## src/rtl/ram_b_arbiter_pkg.sv

```systemverilog
// Shared types and constants for the RAM port-B arbiter.
package ram_b_arbiter_pkg;

  localparam int unsigned RAM_B_WORD_W     = 32;
  localparam int unsigned RAM_B_STRB_W     = 4;
  // Widest word address the command register can carry; ADDR_WIDTH must not exceed it.
  localparam int unsigned RAM_B_ADDR_MAX_W = 16;

  typedef enum logic {
    OWNER_P0 = 1'b0,
    OWNER_P1 = 1'b1
  } ram_b_owner_e;

  typedef struct packed {
    logic [RAM_B_ADDR_MAX_W-1:0] addr;
    logic [RAM_B_WORD_W-1:0]     wdata;
    logic [RAM_B_STRB_W-1:0]     wstrb;
    ram_b_owner_e                owner;
    logic                        valid;
  } ram_b_cmd_t;

  // Byte write enable presented to the RAM: an idle command register never writes.
  function automatic logic [RAM_B_STRB_W-1:0] ram_b_wea(input ram_b_cmd_t cmd);
    return cmd.valid ? cmd.wstrb : '0;
  endfunction

endpackage

```

## src/rtl/ram_b_arb_grant.sv

```systemverilog
// Grant selection for the two RAM port-B requesters.
// Default: fixed priority to port 0 with a starvation guard for port 1.
// Build macro RAM_B_ARB_RR_EN: 1-bit round-robin pointer replaces the starvation guard.
module ram_b_arb_grant
  import ram_b_arbiter_pkg::*;
#(
  parameter int unsigned STARVE_LIMIT = 4
) (
  input  logic clka,
  input  logic rst_n,
  input  logic p0_valid,
  input  logic p1_valid,
  output logic p0_gnt,
  output logic p1_gnt
);

`ifdef RAM_B_ARB_RR_EN

  ram_b_owner_e rr_ptr;

  // Preferred port wins a conflict; a lone requester always wins.
  always_comb begin
    p1_gnt = rst_n && p1_valid && (!p0_valid || (rr_ptr == OWNER_P1));
    p0_gnt = rst_n && p0_valid && !p1_gnt;
  end

  // Pointer moves to the port that did not win.
  always_ff @(posedge clka or negedge rst_n) begin
    if (!rst_n) begin
      rr_ptr <= OWNER_P0;
    end else if (p0_gnt) begin
      rr_ptr <= OWNER_P1;
    end else if (p1_gnt) begin
      rr_ptr <= OWNER_P0;
    end
  end

`else

  localparam int unsigned CNT_W = 4;

  logic [CNT_W-1:0] starve_cnt;
  logic             starve_hit;

  // Port 0 wins unless port 1 has waited through STARVE_LIMIT port-0 grants.
  always_comb begin
    starve_hit = (starve_cnt == CNT_W'(STARVE_LIMIT));
    p1_gnt     = rst_n && p1_valid && (!p0_valid || starve_hit);
    p0_gnt     = rst_n && p0_valid && !p1_gnt;
  end

  // Count port-0 wins while port 1 waits; saturate at the limit.
  always_ff @(posedge clka or negedge rst_n) begin
    if (!rst_n) begin
      starve_cnt <= '0;
    end else if (!p1_valid || p1_gnt) begin
      starve_cnt <= '0;
    end else if (p0_gnt && !starve_hit) begin
      starve_cnt <= starve_cnt + 1'b1;
    end
  end

`endif

endmodule

```

## src/rtl/ram_b_arbiter.sv

```systemverilog
// Two-port arbiter in front of a single-port, byte-enabled, read-first word RAM.
// Accepted commands are registered onto the RAM port; responses return two cycles
// after the handshake to the owning port. Build macro RAM_B_ARB_RR_EN selects
// round-robin arbitration instead of fixed priority with starvation guard.
module ram_b_arbiter
  import ram_b_arbiter_pkg::*;
#(
  parameter int unsigned ADDR_WIDTH   = 6,
  parameter int unsigned STARVE_LIMIT = 4
) (
  input  logic                    clka,
  input  logic                    rst_n,

  input  logic                    p0_req_valid,
  output logic                    p0_req_ready,
  input  logic [ADDR_WIDTH-1:0]   p0_addr,
  input  logic [RAM_B_WORD_W-1:0] p0_wdata,
  input  logic [RAM_B_STRB_W-1:0] p0_wstrb,
  output logic                    p0_rsp_valid,
  output logic [RAM_B_WORD_W-1:0] p0_rsp_rdata,

  input  logic                    p1_req_valid,
  output logic                    p1_req_ready,
  input  logic [ADDR_WIDTH-1:0]   p1_addr,
  input  logic [RAM_B_WORD_W-1:0] p1_wdata,
  input  logic [RAM_B_STRB_W-1:0] p1_wstrb,
  output logic                    p1_rsp_valid,
  output logic [RAM_B_WORD_W-1:0] p1_rsp_rdata,

  output logic [ADDR_WIDTH-1:0]   ram_addra,
  output logic [RAM_B_WORD_W-1:0] ram_dina,
  output logic [RAM_B_STRB_W-1:0] ram_wea,
  input  logic [RAM_B_WORD_W-1:0] ram_douta
);

  logic         p0_gnt;
  logic         p1_gnt;
  ram_b_cmd_t   cmd_d;
  ram_b_cmd_t   cmd_q;
  logic         rsp_valid_q;
  ram_b_owner_e rsp_owner_q;

  ram_b_arb_grant #(
    .STARVE_LIMIT (STARVE_LIMIT)
  ) u_grant (
    .clka     (clka),
    .rst_n    (rst_n),
    .p0_valid (p0_req_valid),
    .p1_valid (p1_req_valid),
    .p0_gnt   (p0_gnt),
    .p1_gnt   (p1_gnt)
  );

  assign p0_req_ready = p0_gnt;
  assign p1_req_ready = p1_gnt;

  // Next command: load the winner; otherwise keep addr/data so the RAM pins stay quiet.
  always_comb begin
    cmd_d       = cmd_q;
    cmd_d.valid = p0_gnt | p1_gnt;
    if (p1_gnt) begin
      cmd_d.addr  = RAM_B_ADDR_MAX_W'(p1_addr);
      cmd_d.wdata = p1_wdata;
      cmd_d.wstrb = p1_wstrb;
      cmd_d.owner = OWNER_P1;
    end else if (p0_gnt) begin
      cmd_d.addr  = RAM_B_ADDR_MAX_W'(p0_addr);
      cmd_d.wdata = p0_wdata;
      cmd_d.wstrb = p0_wstrb;
      cmd_d.owner = OWNER_P0;
    end
  end

  // Stage 1 drives the RAM; stage 2 tracks the RAM read latency for response routing.
  always_ff @(posedge clka or negedge rst_n) begin
    if (!rst_n) begin
      cmd_q       <= '0;
      rsp_valid_q <= 1'b0;
      rsp_owner_q <= OWNER_P0;
    end else begin
      cmd_q       <= cmd_d;
      rsp_valid_q <= cmd_q.valid;
      rsp_owner_q <= cmd_q.owner;
    end
  end

  // RAM port and response routing; rdata goes to both ports, only the owner sees valid.
  always_comb begin
    ram_addra    = cmd_q.addr[ADDR_WIDTH-1:0];
    ram_dina     = cmd_q.wdata;
    ram_wea      = ram_b_wea(cmd_q);
    p0_rsp_valid = rsp_valid_q && (rsp_owner_q == OWNER_P0);
    p1_rsp_valid = rsp_valid_q && (rsp_owner_q == OWNER_P1);
    p0_rsp_rdata = ram_douta;
    p1_rsp_rdata = ram_douta;
  end

  if (ADDR_WIDTH < RAM_B_ADDR_MAX_W) begin : g_addr_pad
    // Upper command address bits are always zero for this instance.
    logic unused_addr_hi;
    assign unused_addr_hi = ^cmd_q.addr[RAM_B_ADDR_MAX_W-1:ADDR_WIDTH];
  end

endmodule

```

## config.mk

```make
export PLATFORM = sky130hd
export DESIGN_NAME = ram_b_arbiter
export DESIGN_NICKNAME = d
export VERILOG_FILES = /design/src/rtl/ram_b_arbiter_pkg.sv /design/src/rtl/ram_b_arb_grant.sv /design/src/rtl/ram_b_arbiter.sv
export SDC_FILE = /design/constraint.sdc
export NUM_CORES = 1
export LEC_CHECK = 0
export ABC_AREA = 1
export ABC_CLOCK_PERIOD_IN_PS = 1700
export BUFFER_PORTS_ARGS = -buffer_cell sky130_fd_sc_hd__buf_2
export CAP_MARGIN = 5
export CORE_MARGIN = 2
export CORE_UTILIZATION = 44
export CTS_CLUSTER_SIZE = 30
export DETAILED_ROUTE_END_ITERATION = 12
export GPL_ROUTABILITY_DRIVEN = 0
export PLACE_DENSITY = 0.82
export SKIP_CTS_REPAIR_TIMING = 1
export SLEW_MARGIN = 15
export SYNTH_ARGS = -nofsm -noshare
export SYNTH_HDL_FRONTEND = slang
export SYNTH_SLANG_ARGS = --single-unit
```

## constraint.sdc

```tcl
create_clock -name clka -period 1.7 [get_ports clka]
set_clock_uncertainty 0.05 [all_clocks]
set_input_delay 0.255 -clock clka [delete_from_list [all_inputs] [get_ports clka]]
set_output_delay 0.255 -clock clka [all_outputs]
set_load 0.02 [all_outputs]
```

==> qor.yml, run 1 <==
die:
  io_pins: 230
  initial_core_util_pct: 45.0
  die_y_um: 95.2
  core_area_um2: 8130
  rows: 33
  die_x_um: 95.2
  die-area_um2: 9060
route:
  antenna_left: 0
  num_vias: 3217
  wire_per_inst_um: 13.7
  drt_wl_total_um: 9020
  viasPerCell: 4.90
  dr.pass1.iters: 4
  drc: 0
  drtIter0Drc: 186
final_layout:
  layout_commonest_cell: "buf_2"
  final_cell_mix: "132 x buf_2, 129 x nand3_1, 98 x nand2_1"
  fin_area_um2: 3830
  ff_latch_area_um2: 1250
  nets: 673
  fill_cells: 838
  antenna_cells: 0
  stdcell_count: 657
  drive_above_1_share_pct: 31.2
  multi_input_area_um2: 1150
  final_util_pct: 47.1
  area_growth_pct: 4.62
grt:
  gr-usage-met1_pct: 20.9
  use_met2_pct: 34.0
  overflow: 0
  grt-busiest-layer: "met2"
  grt_first_pass_wirelength_um: 13600
  grtUsageMet3_pct: 3.79
  grt_usage_pct: 18.9
  grt_pass1_vias: 2958
  grt_max_degree: 44
  antenna_found_initial: 0
synthesis:
  syn_nets: 639
  ys_seq_elements: 50
  synth_compound_area_share_pct: 0.410
  syn_avg_cell_area_um2: 7.08
  yosysSeqAreaShare_pct: 34.2
  synth_xor_area_share_pct: 0.239
  ys_types: 16
  yosysWarnings: 0
  syn-instance-count: 517
  netlist_area_um2: 3660
  synth_top_family_by_area: "buffers and inverters"
  synth_simple_gate_area_share_pct: 29.4
  muxShareOfSynthArea_pct: 0
  synth_fa_ha_area_share_pct: 0.684
setup_path:
  cp_max_fo: 4
  worstPathArrival_ps: 1440
  cp-start-kind: "flop"
  required_ps: 1390
  r2r_slack_ps: 100
  criticalPathCategory: "reg2out"
  worst_setup_path_end_kind: "output port"
timing:
  slew_headroom_pct: 43.9
  drv_slew: 0
  fin_hold_ws_ps: -10.5
  worstMarginPinSlew_ps: 839
  fin_crit_sh_pct: 103
  fmax_mhz: 573
  period_minus_slack_ps: 1750
  fin_ws_ps: -45.7
  rsz0062_at_grt: "true"
  finalHoldViolCount: 17
  setup_viol: 2
clock_tree:
  cts-buffers-inserted: 5
  clock_latency_ps: 320
  htree_levels: 2
  clockBufferDepth: 2
  tritoncts: "done"
  clk_pin_slew_ps: 120
  cts-root-buf: "clkbuf_8"
  clock-sinks: 50
power:
  powerDensity_nw_per_um2: 830
  peakVddDrop_v: 0.000346
  p_int_mw: 2.03
  p_clk_share_pct: 23.4
  combPwrFrac_pct: 31.0
  power_switching_share_pct: 36.0
  p_leak_nw: 2.46
  finalPower_mw: 3.18
  power_switching_mw: 1.14
  seqPwrFrac_pct: 45.6
outcome:
  violations: "negative hold slack, negative setup slack"
  outcome: "complete, but fails checks"
place:
  io_buffer_count: 133
  place_area_um2: 3650
  hpwlAfterDp_um: 6600
  dp.cells: 643
job:
  cap_violations: 0
worst_hold_path:
  holdCritPathClass: "in2async"
## worst max-delay path, cell delays in order (launching register included)
cell and delay [ps]:
dfrtp_1 410, inv_2 110, ha_4 140, nand3_2 60, nand2_2 110, nand2_4 80
inv_4 70, nor2_4 30, buf_6 130
## routing by layer
metal / vias to the layer above / wire length (µm) / share of wire (%)
li1: 1535 / - / -
met1: 1507 / 3380 / 37
met2: 131 / 4640 / 51
met3: 44 / 650 / 7.2
met4: 0 / 357 / 4.0
met5: - / 0 / 0
## synthesized netlist by cell type, drive strengths merged
library cell    n  share of area (%)
a21oi           2               0.27
buf           118                 24
clkbuf          8               0.82
dfrtp          50                 34
ha              2               0.68
inv            98                 10
nand2         103                 11
nand3         130                 18
nor2            4               0.41
o21ai           1               0.14
xor2            1               0.24
## per-stage QoR
stage / setup slack [ps] / setup TNS [ps]
floorplan: 54.8 / 0
global placement: 217 / 0
detailed placement: 158 / 0
CTS: -101 / -170
global route: -118 / -272
finish: -45.7 / -87.0
## state kept, by name, summed over array words and instances, names as in the netlist
register	cells
cmd_q	6
rsp_valid_q	1
ram_addra	6
u_grant.starve_cnt	4
rsp_owner_q	1
ram_dina	32
## cell type report
class	count	area share [%]
Clock inverter	3	0.686
Tap cell	105	3.43
Timing Repair Buffer	153	21.6
Multi-Input combinational cell	243	30.0
Inverter	98	9.74
Sequential cell	50	32.7
Clock buffer	5	1.80
## logic make-up (layout without fill, tap and decap cells)
logic type,after synthesis,in the layout
and+or+nand+nor,237,237
buffers and inverters,224,259
DFF,50,50
AOI/OAI and AO/OA,3,3
adders and majority gates,2,2
xor gates and xnor gates,1,1
## power by group through the flow
stage | Clock [mW] | Sequential, mW | Combinational, mW
finish | 0.742 | 1.45 | 0.986
global route | 0.801 | 1.46 | 1.09
CTS | 0.755 | 1.44 | 0.923
detailed placement | 0 | 1.47 | 0.919
global placement | 0 | 1.46 | 0.893
floorplan | 0 | 1.44 | 0.970
## worst paths after layout
kind / endpoint / startpoint / cells after the start
max in group asynchronous: ram_dina[10] / rst_n / 3
min: ram_addra[1] / rst_n / 2
max reg2reg: ram_dina[14] / u_grant.starve_cnt[0] / 9
min reg2reg: rsp_owner_q / cmd_q[1] / 0
min in group clka: ram_addra[2] / p0_addr[2] / 5
max: p0_req_ready / u_grant.starve_cnt[0] / 8
Note: power is estimated with default switching activity, not from simulation.
==> inputs of run 2 (changes only) <==
--- a/config.mk
+++ b/config.mk
@@ -6,7 +6,7 @@
 export NUM_CORES = 1
 export LEC_CHECK = 0
 export ABC_AREA = 1
-export ABC_CLOCK_PERIOD_IN_PS = 1700
+export ABC_CLOCK_PERIOD_IN_PS = 1800
 export BUFFER_PORTS_ARGS = -buffer_cell sky130_fd_sc_hd__buf_2
 export CAP_MARGIN = 5
 export CORE_MARGIN = 2
==> constraint.sdc (replaced) <==
create_clock -name clka -period 1.8 [get_ports clka]
set_clock_uncertainty 0.05 [all_clocks]
set_input_delay 0.27 -clock clka [delete_from_list [all_inputs] [get_ports clka]]
set_output_delay 0.27 -clock clka [all_outputs]
set_load 0.02 [all_outputs]
==> run 2 against run 1 <==
  * The flow now finishes without violations
  * Clock power decreased by 5.5%
  * Combinational power decreased by 7.9%
  * Final area increased by 0.46%
  * Total power decreased by 6.4%
  * Non-clock buffer count unchanged
  * Routed wire length decreased by 5.2%
  * Sequential share of layout area decreased by 0.15 points
  * Critical endpoint unchanged
  * Critical path depth unchanged
  * Global-route usage decreased by 0.91 points
==> qor.yml, run 2 (same netlist as run 1, synthesis figures left out) <==
outcome:
  outcome: "finished, final reports clean"
clock_tree:
  clock_latency_ps: 310  # about the same
  cts-buffers-inserted: 5  # unchanged
  htree_levels: 2  # unchanged
  clk_pin_slew_ps: 110  # about the same
  tritoncts: "done"
  clock-sinks: 50  # unchanged
  cts-root-buf: "clkbuf_8"
  clockBufferDepth: 2  # unchanged
place:
  io_buffer_count: 133  # unchanged
  hpwlAfterDp_um: 6230  # -5.6%
  place_area_um2: 3640  # -0.27%
  dp.cells: 642  # -0.16%
power:
  powerDensity_nw_per_um2: 773  # -6.8%
  p_leak_nw: 2.45  # -0.20%
  peakVddDrop_v: 0.000335  # -3.3%
setup_path:
  required_ps: 1480  # +90 ps
  worst_setup_path_end_kind: "output port"
  cp-start-kind: "flop"
  r2r_slack_ps: 170  # +70 ps
  criticalPathCategory: "reg2out"
  regToRegEndpoint: "ram_dina[27]"
  cp_max_fo: 7  # +3
  reg2reg_from: "u_grant.starve_cnt[1]"
  rr_worst_depth: 9  # unchanged
  worstPathArrival_ps: 1450  # about the same
route:
  drt_wl_total_um: 8550  # -5.2%
  drc: 0  # unchanged
  num_vias: 3193  # -0.75%
  antenna_left: 0  # unchanged
  wire_per_inst_um: 13.0  # -5.2%
  dr.pass1.iters: 4  # unchanged
  viasPerCell: 4.86  # -0.75%
  drtIter0Drc: 115  # -38%
timing:
  fin_crit_sh_pct: 98.2
  drv_slew: 0  # unchanged
  worstMarginPinSlew_ps: 625  # -214 ps
  slew_headroom_pct: 58.3  # +14 points
  setup_viol: 0  # -2
  fmax_mhz: 566
  rsz0062_at_grt: "true"
  finalHoldViolCount: 0  # -17
  period_minus_slack_ps: 1770
final_layout:
  fin_area_um2: 3840  # +0.46%
  largest_reg_flops: 32  # unchanged
  area_growth_pct: 5.10
  antenna_cells: 0  # unchanged
  layout_commonest_cell: "buf_2"
  stdcell_count: 657  # unchanged
  final_cell_mix: "132 x buf_2, 129 x nand3_1, 98 x nand2_1"
  drive_above_1_share_pct: 31.3  # +0.18 points
  nets: 673  # unchanged
grt:
  grt_usage_pct: 18.0  # -0.91 points
  antenna_found_initial: 1  # +1
  grt_first_pass_wirelength_um: 12900  # -5.2%
  overflow: 0  # unchanged
  grt_max_degree: 51  # +16%
  grt_pass1_vias: 2736  # -7.5%
die:
  die_x_um: 95.2  # unchanged
  core_area_um2: 8130  # unchanged
  rows: 33  # unchanged
  die-area_um2: 9060  # unchanged
  die_y_um: 95.2  # unchanged
  initial_core_util_pct: 45.0  # unchanged
  io_pins: 230  # unchanged
job:
  cap_violations: 0  # unchanged
worst_hold_path:
  holdCritPathClass: "in2async"
[run 2: cell types whose count changed in the layout (fill, tap and decap cells not counted), sizes merged]
cell,delta
buf,+1
dlygate4sd3,-1
[run 2: report_power, final]
group / leakage [nW] / total [mW] / switching (mW) / internal (mW)
registers: 0.614 / 1.36 / 0.0894 / 1.28
clock network: 0.0491 / 0.701 / 0.415 / 0.287
logic: 1.79 / 0.908 / 0.559 / 0.349
total: 2.45 / 2.97 / 1.06 / 1.91
[run 2: final cells by class]
type,instances,area [µm²]
fillers,815,4290
flip-flops and latches,50,1250
multi-input cells,243,1170
repair buffers,153,822
inverters,98,375
well taps,105,131
clock buffers,5,68.8
clock inverters,3,26.3
[run 2: routing by layer]
layer	global-route usage, %	vias to the layer above	wire [µm]
met5	0	-	16
met4	10.4	2	345
met3	4.27	51	690
met2	31.2	142	4230
met1	20.1	1457	3270
li1	-	1541	-
[run 2: per-stage QoR]
stage | hold slack, ps | total power [mW] | util (%) | worst slack (ps) | TNS, ps
2_1_floorplan | -75.6 | 2.28 | - | 56.4 | 0
3_3_place_gp | 309 | 2.22 | 44.7 | 257 | 0
3_5_place_dp | 320 | 2.24 | 44.7 | 227 | 0
4_1_cts | 146 | 2.94 | 45.9 | -132 | -202
5_1_grt | 180 | 3.17 | 47.3 | -34.5 | -58.9
6_report | 125 | 2.97 | 47.3 | 33.1 | 0
[run 2: worst max-delay path, cell delays in order, from the launching register on]
cell and delay, ps:
dfrtp_1 420, inv_2 80, ha_4 140, nand3_4 70, nand2_4 110, nand2_8 80
inv_6 70, nor2_4 30, buf_6 140
[run 2: worst max path at each step]
stage | start | end | depth (start not counted)
floorplan | u_grant.starve_cnt[0] | p0_req_ready | 8
global placement | u_grant.starve_cnt[0] | p0_req_ready | 8
detailed placement | u_grant.starve_cnt[0] | p0_req_ready | 8
CTS | u_grant.starve_cnt[1] | p0_req_ready | 8
global route | u_grant.starve_cnt[1] | p0_req_ready | 8
finish | u_grant.starve_cnt[1] | p0_req_ready | 8
